===== config.mk =====
export PLATFORM = sky130hd
export DESIGN_NAME = opt_scheduler_flat
export DESIGN_NICKNAME = d
export VERILOG_FILES = /design/src/rtl/opt_scheduler_if.sv /design/src/rtl/opt_scheduler.sv /design/src/flat_wrapper.sv
export SDC_FILE = /design/constraint.sdc
export NUM_CORES = 1
export LEC_CHECK = 0
export ABC_AREA = 1
export CORE_ASPECT_RATIO = 1.4
export CORE_MARGIN = 2
export CORE_UTILIZATION = 41
export DETAILED_ROUTE_END_ITERATION = 12
export HOLD_SLACK_MARGIN = 0.1
export PLACE_DENSITY_LB_ADDON = 0.15
export SLEW_MARGIN = 15
export SYNTH_ARGS = -nofsm -noshare
export SYNTH_HDL_FRONTEND = slang
export SYNTH_SLANG_ARGS = --single-unit

===== constraint.sdc =====
create_clock -name clk -period 2.5 [get_ports clk]
set_input_delay 0.25 -clock clk [delete_from_list [all_inputs] [get_ports clk]]
set_output_delay 0.25 -clock clk [all_outputs]
set_load 0.1 [all_outputs]

===== src/rtl/opt_scheduler_if.sv =====
// Bundle of signals between the replica requesters / route datapath and the
// optimisation-pass scheduler.
// master: requester + datapath side; slave: the scheduler.
interface opt_scheduler_if #(
  parameter int NREQ = 4
);
  localparam int OW = $clog2(NREQ);

  logic [NREQ-1:0]   req_valid;
  logic [2*NREQ-1:0] req_cmd;
  logic [7*NREQ-1:0] req_k;
  logic [7*NREQ-1:0] req_l;
  logic [NREQ-1:0]   req_ready;
  logic              cmd_valid;
  logic [1:0]        cmd_code;
  logic [6:0]        cmd_k;
  logic [6:0]        cmd_l;
  logic [OW-1:0]     cmd_owner;
  logic              dp_beat;
  logic              busy;
  logic              done;
  logic [OW-1:0]     done_owner;
  logic              err;

  modport master (
    output req_valid, req_cmd, req_k, req_l, dp_beat,
    input  req_ready, cmd_valid, cmd_code, cmd_k, cmd_l, cmd_owner,
           busy, done, done_owner, err
  );

  modport slave (
    input  req_valid, req_cmd, req_k, req_l, dp_beat,
    output req_ready, cmd_valid, cmd_code, cmd_k, cmd_l, cmd_owner,
           busy, done, done_owner, err
  );
endinterface


===== src/rtl/opt_scheduler.sv =====
// Round-robin scheduler that hands route-optimisation passes from NREQ
// replicas to a single route datapath and times the pass to completion.
// Optional build macro OPT_SCHED_CHECK_EN: rejects OR0/OR1 commands whose
// K/L indices are out of order or beyond the route (ack + err, no issue).
//
// state | meaning
// IDLE  | waiting for a request; arbitrates and latches the winner
// ISSUE | one-cycle start pulse to the datapath
// RUN   | counting datapath beats until WORDS have arrived
// DRAIN | GAP idle cycles, then done on the last DRAIN cycle
module opt_scheduler #(
  parameter int NREQ  = 4,
  parameter int WORDS = 4,
  parameter int GAP   = 2
) (
  input logic            clk,
  input logic            reset,
  opt_scheduler_if.slave bus
);
  localparam int OW = $clog2(NREQ);
  localparam int BW = $clog2(WORDS + 1);
  // GAP+2 keeps the counter at least one bit wide when GAP is 0.
  localparam int GW = $clog2(GAP + 2);

  typedef enum logic [1:0] {IDLE, ISSUE, RUN, DRAIN} state_t;

  state_t        state_q, state_d;
  logic [OW-1:0] last_grant;
  logic [BW-1:0] beat_cnt;
  logic [GW-1:0] gap_cnt;
  logic [1:0]    code_q;
  logic [6:0]    k_q, l_q;
  logic [OW-1:0] owner_q;

  logic          found;
  logic [OW-1:0] winner;
  logic [1:0]    w_cmd;
  logic [6:0]    w_k, w_l;
  logic          grant;
  logic          bad;

  // Round-robin search starting one past the last granted replica.
  always_comb begin
    found  = 1'b0;
    winner = '0;
    for (int i = 1; i <= NREQ; i++) begin
      if (!found && bus.req_valid[(int'(last_grant) + i) % NREQ] &&
          bus.req_cmd[((int'(last_grant) + i) % NREQ) * 2 +: 2] != 2'd0) begin
        found  = 1'b1;
        winner = OW'((int'(last_grant) + i) % NREQ);
      end
    end
  end

  assign w_cmd = bus.req_cmd[int'(winner) * 2 +: 2];
  assign w_k   = bus.req_k[int'(winner) * 7 +: 7];
  assign w_l   = bus.req_l[int'(winner) * 7 +: 7];

`ifdef OPT_SCHED_CHECK_EN
  // Only OR0/OR1 carry a city range; K must precede L and L must lie on the route.
  assign bad     = w_cmd[1] && ((w_k >= w_l) || (int'(w_l) >= WORDS * 8));
  assign bus.err = grant & bad;
`else
  assign bad     = 1'b0;
  assign bus.err = 1'b0;
`endif

  // Next-state logic; grant is only ever raised from IDLE, so it cannot
  // coincide with done (which is produced in DRAIN).
  always_comb begin
    state_d = state_q;
    grant   = 1'b0;
    case (state_q)
      IDLE: begin
        if (found && !reset) begin
          grant = 1'b1;
          if (!bad) state_d = ISSUE;
        end
      end
      ISSUE: begin
        if (bus.dp_beat && WORDS == 1) state_d = DRAIN;
        else                           state_d = RUN;
      end
      RUN: begin
        if (bus.dp_beat && beat_cnt == BW'(WORDS - 1)) state_d = DRAIN;
      end
      DRAIN: begin
        if (gap_cnt == GW'(GAP)) state_d = IDLE;
      end
      default: state_d = IDLE;
    endcase
  end

  // State, arbitration history, counters and latched command fields.
  always_ff @(posedge clk) begin
    if (reset) begin
      state_q    <= IDLE;
      last_grant <= OW'(NREQ - 1);
      beat_cnt   <= '0;
      gap_cnt    <= '0;
      code_q     <= '0;
      k_q        <= '0;
      l_q        <= '0;
      owner_q    <= '0;
    end else begin
      state_q <= state_d;
      if (grant) last_grant <= winner;
      if (grant && !bad) begin
        code_q  <= w_cmd;
        k_q     <= w_k;
        l_q     <= w_l;
        owner_q <= winner;
      end
      if (state_q == ISSUE)                beat_cnt <= bus.dp_beat ? BW'(1) : '0;
      else if (state_q == RUN && bus.dp_beat) beat_cnt <= beat_cnt + BW'(1);
      gap_cnt <= (state_q == DRAIN) ? gap_cnt + GW'(1) : '0;
    end
  end

  assign bus.req_ready  = grant ? (NREQ'(1) << winner) : '0;
  assign bus.cmd_valid  = (state_q == ISSUE) && !reset;
  assign bus.done       = (state_q == DRAIN) && (gap_cnt == GW'(GAP)) && !reset;
  assign bus.busy       = (state_q != IDLE);
  assign bus.cmd_code   = code_q;
  assign bus.cmd_k      = k_q;
  assign bus.cmd_l      = l_q;
  assign bus.cmd_owner  = owner_q;
  assign bus.done_owner = owner_q;
endmodule


===== src/flat_wrapper.sv =====
// flat-port wrapper written by rule: the top's interface ports become plain ports
module opt_scheduler_flat 
#(
  parameter int NREQ  = 4,
  parameter int WORDS = 4,
  parameter int GAP   = 2
)
  (clk, reset, bus_req_valid, bus_req_cmd, bus_req_k, bus_req_l, bus_dp_beat, bus_req_ready, bus_cmd_valid, bus_cmd_code, bus_cmd_k, bus_cmd_l, bus_cmd_owner, bus_busy, bus_done, bus_done_owner, bus_err);
  opt_scheduler_if #(.NREQ(NREQ)) bus_i ();
  input logic clk;
  input logic reset;
  input wire logic [$bits(bus_i.req_valid)-1:0] bus_req_valid;
  input wire logic [$bits(bus_i.req_cmd)-1:0] bus_req_cmd;
  input wire logic [$bits(bus_i.req_k)-1:0] bus_req_k;
  input wire logic [$bits(bus_i.req_l)-1:0] bus_req_l;
  input wire logic [$bits(bus_i.dp_beat)-1:0] bus_dp_beat;
  output wire logic [$bits(bus_i.req_ready)-1:0] bus_req_ready;
  output wire logic [$bits(bus_i.cmd_valid)-1:0] bus_cmd_valid;
  output wire logic [$bits(bus_i.cmd_code)-1:0] bus_cmd_code;
  output wire logic [$bits(bus_i.cmd_k)-1:0] bus_cmd_k;
  output wire logic [$bits(bus_i.cmd_l)-1:0] bus_cmd_l;
  output wire logic [$bits(bus_i.cmd_owner)-1:0] bus_cmd_owner;
  output wire logic [$bits(bus_i.busy)-1:0] bus_busy;
  output wire logic [$bits(bus_i.done)-1:0] bus_done;
  output wire logic [$bits(bus_i.done_owner)-1:0] bus_done_owner;
  output wire logic [$bits(bus_i.err)-1:0] bus_err;
  assign bus_i.req_valid = bus_req_valid;
  assign bus_i.req_cmd = bus_req_cmd;
  assign bus_i.req_k = bus_req_k;
  assign bus_i.req_l = bus_req_l;
  assign bus_i.dp_beat = bus_dp_beat;
  assign bus_req_ready = bus_i.req_ready;
  assign bus_cmd_valid = bus_i.cmd_valid;
  assign bus_cmd_code = bus_i.cmd_code;
  assign bus_cmd_k = bus_i.cmd_k;
  assign bus_cmd_l = bus_i.cmd_l;
  assign bus_cmd_owner = bus_i.cmd_owner;
  assign bus_busy = bus_i.busy;
  assign bus_done = bus_i.done;
  assign bus_done_owner = bus_i.done_owner;
  assign bus_err = bus_i.err;
  opt_scheduler #(.NREQ(NREQ), .WORDS(WORDS), .GAP(GAP)) u_core (.clk(clk), .reset(reset), .bus(bus_i));
endmodule

==> reports/metrics.yaml, run 1 <==
status: "finished, final reports clean"
cts_max_level: 1
cp_slowest_cell: "clkdlybuf4s50_1"
ant_nets: 0
yosysTopAreaCellShare_pct: 28.5
seq_area_frac_synth_pct: 26.7
ys_async_sr_fraction_pct: 0
rows: 30
die_y_um: 87.2
grt_pass1_wl_um: 9590
numPortBuffers: 97
synth_most_common_cell: "nand2_1"
grt_max_degree: 20
clkSinkCount: 27
vias: 2398
worstPathArrival_ns: 2.15
seqCellArea_sq_um: 542
worst-path-buf-inv: 3
ir_drop_mv: 0.992
cts_root_buf: "clkbuf_8"
drc: 0
die_w_um: 63.4
drv_cap: 0
vias_per_cell: 4.78
cp_top_family: "simple AND/OR/NAND/NOR gates"
yosys_warnings: 0
nFillCells: 487
crit_path_end_kind: "output pin"
grtUsageTotal_pct: 21.7
yosys.area.top_type: "nand2_1"
die-area_sq_um: 5530
power.density_nw_per_um2: 1470
setup_viol: 0
pin_count: 99
worst-setup-path-type: "input port to output pin"
hold_buffers: 0
synth_nets: 416
cp-start-kind: "input port"
drt-pass1-iter-count: 4
routedWlPerCell_um: 12.4
min_period_over_period_pct: 95.9
hold_viol_final: 0
worstSkewPairLatency_ns: 0.28
fmax_ghz: 0.417
syn_to_final_growth_pct: 54.9
place.gp.congestion: 0.901
clkTransAtPathRegs_ns: 0.10
synth_top_flop_cell: "dfxtp_1"
routed_wirelength_um: 6230
crit_chain: "clkdlybuf4s50_1, o21ai_2, nand2_1, nand2_2, nand2_1, nor2_4, nand2_2, nand2_2, nand3_4, a21oi_4, inv_2, nor2_2, buf_12"
dp_hpwl_um: 4850
hold_path.class: "register to register"
initialDrtViolationCount: 97
nets: 518
instances_no_fill: 502
num_antenna_cells: 0
crit_path_frequent_cell: "nand2_2"
slowest_delay_ns: 0.45
cts_buffer_depth: 2
cts_buffers: 3
multi_input_area_sq_um: 1280
period_minus_slack_ns: 2.40
synth_common_cells: "nand2_1 (154), nand3_1 (37), inv_1 (28)"
slew_violations: 0
yosysUniqueCellTypes: 30
avgSynthCellArea_sq_um: 6.02
antenna_found_initial: 0
total_power_uw: 4620
clock-skew-final_ns: 0.00278
grt_overflow_total: 0
synth_edf_count: 0
cts_tree: "done"
yosys-top-cells-area: "nand2_1 (29%), dfxtp_1 (27%), nand3_1 (9.1%), inv_1 (5.2%), ha_1 (4.9%)"
drive_gt1_share_pct: 17.6
placed_cells: 498
start_util_pct: 42.2
synth_cells: 337
crit_fanout: 4
setup_tns_ns: 0
grt_pass1_vias: 2208
syn_area_sq_um: 2030
required_ns: 2.25
p_leak_uw: 0.00159
core_sq_um: 4800
ys_ff_latch: 27
## repair_timing
item | CTS | global route
resized for setup | 0 | 9
setup endpoints to repair | 0 | 4
buffers inserted | 0 | 0
## layer usage
layer  track usage, %  wire length [um]
met5                0                 0
met4             6.52                81
met3             3.36               221
met2             42.3              3390
met1             23.8              2530
## cell families (layout without fill, tap and decap cells)
| group | count (synthesis) | in the layout | synth area share, % |
|---|---|---|---|
| and+or+nand+nor | 235 | 235 | 49.8 |
| buffers and inverters | 46 | 147 | 11.7 |
| DFF | 27 | 27 | 26.7 |
| AOI/OAI and AO/OA | 19 | 19 | 5.92 |
| adders and majority gates | 8 | 8 | 4.94 |
| other | 1 | 1 | 0.185 |
| xor gates and xnor gates | 1 | 1 | 0.802 |
## worst paths after layout
| check | start | endpoint | slack, ns | depth (start not counted) |
|---|---|---|---|---|
| setup / recovery | bus_req_cmd[2] | bus_req_ready[1] | 0.10 | 13 |
| hold / removal | u_core.gap_cnt[0]$_SDFF_PP0_ | u_core.gap_cnt[0]$_SDFF_PP0_ | 0.42 | 1 |
| setup reg to reg | u_core.last_grant[0]$_SDFFE_PP1P_ | u_core.bus.cmd_k[2]$_SDFFE_PP0P_ | 0.39 | 14 |
| hold reg to reg | u_core.gap_cnt[0]$_SDFF_PP0_ | u_core.gap_cnt[0]$_SDFF_PP0_ | 0.42 | 1 |
## where the power goes
group / internal (uW) / switching [uW] / total (uW)
Sequential: 592 / 116 / 708
Clock: 114 / 157 / 270
Combinational: 1060 / 2580 / 3640
## area by class of cell
cell class / count / share of cell area [%]
multi-input combinational: 264 / 40.8
timing repair buffer: 112 / 33.9
sequential: 27 / 17.2
inverter: 31 / 3.94
tap: 64 / 2.55
clock buffer: 3 / 1.31
clock inverter: 1 / 0.239
## metrics by stage
stage / area (sq um) / utilization, % / setup WS, ns / hold WS (ns)
global placement: 3070 / 63.8 / 0.0710 / 0.398
global route: 3140 / 65.4 / -0.0385 / 0.458
CTS: 3120 / 64.8 / 0.00995 / 0.427
detailed placement: 3070 / 63.8 / 0.0271 / 0.412
finish: 3140 / 65.4 / 0.103 / 0.421
floorplan: 2030 / - / -0.445 / 0.319
## state kept, by name (all words and copies together) (netlist names)
signal,count
u_core.bus.cmd_owner,2
u_core.beat_cnt,3
u_core.state_q,2
u_core.last_grant,2
u_core.bus.cmd_code,2
u_core.bus.cmd_l,7
u_core.gap_cnt,2
u_core.bus.cmd_k,7
## worst reg2reg max path, delay by kind of cell (launching register included)
family,cells,cell delay [ns]
XOR/XNOR,1,0.20
AND/OR/NAND/NOR,9,0.83
buffers and inverters,4,0.52
flip-flops,1,0.44
## placed cells by master (no fill, tap or decap), types with 4 or more instances in the layout
cell type        synthesis  routed
nand2_1                154     153
clkdlybuf4s50_1          0      70
buf_4                    6      38
nand3_1                 37      36
inv_1                   28      27
dfxtp_1                 27      26
nor2_1                  25      21
nand2_2                  7       8
ha_1                     8       8
a21oi_1                  6       6
nand3_2                  3       4
o211ai_1                 4       4
buf_12                   0       4
Note: power is estimated with default switching activity, not from simulation.
==> run 2: changes to the inputs <==
CORE_UTILIZATION = 35   (was 41)
==> reports/metrics.yaml, run 2 (synthesized netlist as in run 1, its figures left out) <==
status: "finished, final reports clean"
hold_ws_ns: 0.419  # -0.00155 ns
layout_commonest_cell: "nand2_1"
required_ns: 2.25  # about the same
cts_root_buf: "clkbuf_8"
cts_max_level: 1  # unchanged
period_minus_slack_ns: 2.35  # -0.0467 ns
grt_pass1_vias: 2112  # -4.3%
vias_per_cell: 4.59  # -3.8%
hold_viol_final: 0  # unchanged
setup_ws_ns: 0.149  # +0.0467 ns
total_power_uw: 4670  # +1.2%
drt-pass1-iter-count: 4  # unchanged
crit_path_start: "bus_req_cmd[1]"
wl_met1_um: 2540  # +0.16%
seqCellArea_sq_um: 544  # +0.46%
r2r_cells: 14  # unchanged
vias: 2320  # -3.3%
min_from: "u_core.gap_cnt[0]$_SDFF_PP0_"
finish.utilization_pct: 57.3  # -8.1 points
place.gp.congestion: 0.867  # -3.8%
detailedPlace.worstSlack_ns: -0.0112  # -0.0383 ns
hold_path.class: "register to register"
reg2reg_from: "u_core.last_grant[0]$_SDFFE_PP1P_"
wl_met2_um: 3160  # -6.8%
r2r_setup_slack_ns: 0.46  # +0.07 ns
p_leak_uw: 0.00161  # +1.2%
num_antenna_cells: 0  # unchanged
slew_violations: 0  # unchanged
ir_drop_mv: 0.884  # -11%
route.met3.wl_um: 264  # +19%
drive_gt1_share_pct: 17.6  # +0.040 points
layout_common_cells: "nand2_1 (153), clkdlybuf4s50_1 (70), nand3_1 (36), buf_4 (36)"
hold_buffers: 0  # unchanged
timing.critical_path.to: "bus_req_ready[0]"
grt_max_degree: 22  # +10%
syn_to_final_growth_pct: 57.2
grtUsageTotal_pct: 19.1  # -2.6 points
worstSkewPairLatency_ns: 0.28  # about the same
min_period_over_period_pct: 94.0  # -1.9 points
dp_hpwl_um: 4740  # -2.1%
fmax_ghz: 0.425  # +2.0%
cts_buffer_depth: 2  # unchanged
core_sq_um: 5570  # +16%
pin_count: 99  # unchanged
top_layer_used: "met4"
drv_cap: 0  # unchanged
worst-setup-path-type: "input port to output pin"
start_util_pct: 36.4  # -5.8 points
clock-skew-final_ns: 0.00751  # +0.00473 ns
crit_fanout: 4  # unchanged
initialDrtViolationCount: 43  # -56%
clkTransAtPathRegs_ns: 0.11  # about the same
r2r-end: "u_core.bus.cmd_k[1]$_SDFFE_PP0P_"
worstPathArrival_ns: 2.10  # -0.05 ns
multi_input_area_sq_um: 1320  # +2.6%
cts_buffers: 3  # unchanged
die-area_sq_um: 6430  # +16%
numPortBuffers: 97  # unchanged
antenna_found_initial: 0  # unchanged
setup_viol: 0  # unchanged
grt_overflow_total: 0  # unchanged
routed_wirelength_um: 6000  # -3.6%
die_w_um: 68.3  # +7.7%
power.density_nw_per_um2: 1470  # -0.33%
rows: 32  # +6.7%
clkSinkCount: 27  # unchanged
grt_pass1_wl_um: 9470  # -1.3%
crit_path_end_kind: "output pin"
drc: 0  # unchanged
ant_nets: 0  # unchanged
nFillCells: 552  # +13%
nets: 517  # -0.19%
cts_tree: "done"
cp-start-kind: "input port"
routedWlPerCell_um: 11.9  # -4.2%
die_y_um: 94.1  # +7.9%
run 2: cell types whose count changed in the layout (fill, tap and decap cells not counted), sizes merged:
cell,previous run,this run
clkinvlp,1,0
buf,42,41
inv,31,32
run 2: metrics by stage:
step / instances / setup TNS, ns / area (sq um)
floorplan: 337 / -0.890 / 2030
global placement: 500 / 0 / 3070
detailed placement: 500 / -0.0162 / 3070
CTS: 504 / -0.0374 / 3120
global route: 505 / -0.00227 / 3190
finish: 505 / 0 / 3190
run 2: cell type report:
class / count / area share [%]
timing repair buffer: 111 / 33.6
multi-input combinational: 264 / 41.2
sequential: 27 / 17.1
clock buffer: 3 / 1.29
inverter: 31 / 3.88
tap: 68 / 2.67
clock inverter: 1 / 0.275
run 2: worst min-delay path by stage:
stage / endpoint / slack [ns] / cells past startpoint
floorplan: u_core.beat_cnt[1]$_SDFFE_PP0P_ / 0.32 / 1
finish: u_core.gap_cnt[0]$_SDFF_PP0_ / 0.42 / 1
detailed placement: u_core.gap_cnt[0]$_SDFF_PP0_ / 0.40 / 1
CTS: u_core.gap_cnt[0]$_SDFF_PP0_ / 0.42 / 1
global placement: u_core.gap_cnt[0]$_SDFF_PP0_ / 0.40 / 1
global route: u_core.gap_cnt[0]$_SDFF_PP0_ / 0.43 / 1
run 2: power by group:
group / leakage (uW) / switching (uW) / internal (uW)
clock network: 0.0000261 / 152 / 117
logic: 0.00136 / 2620 / 1090
registers: 0.000222 / 107 / 594
total: 0.00161 / 2870 / 1800
run 2: critical path, stage by stage:
cell and delay (ns):
clkdlybuf4s50_1 0.44, o21ai_2 0.19, nand2_1 0.09, nand3_1 0.08, nand2_2 0.08, nor2_4 0.16
nand2_4 0.08, nand2_4 0.08, nand3_4 0.10, a21oi_4 0.14, inv_2 0.09, nor2_4 0.13
buf_12 0.18
run 2: timing repair:
| item | 4_1_cts | 5_1_grt |
|---|---|---|
| pin swaps | 0 | 4 |
| setup buffers | 0 | 1 |
| resized for setup | 1 | 16 |
| setup endpoints to repair | 3 | 4 |
run 2: per-layer routing:
metal / GRT usage [%] / vias to the layer above
met5: 0 / -
met4: 4.50 / 0
met3: 2.88 / 2
met2: 34.3 / 48
met1: 23.3 / 1029
li1: - / 1241
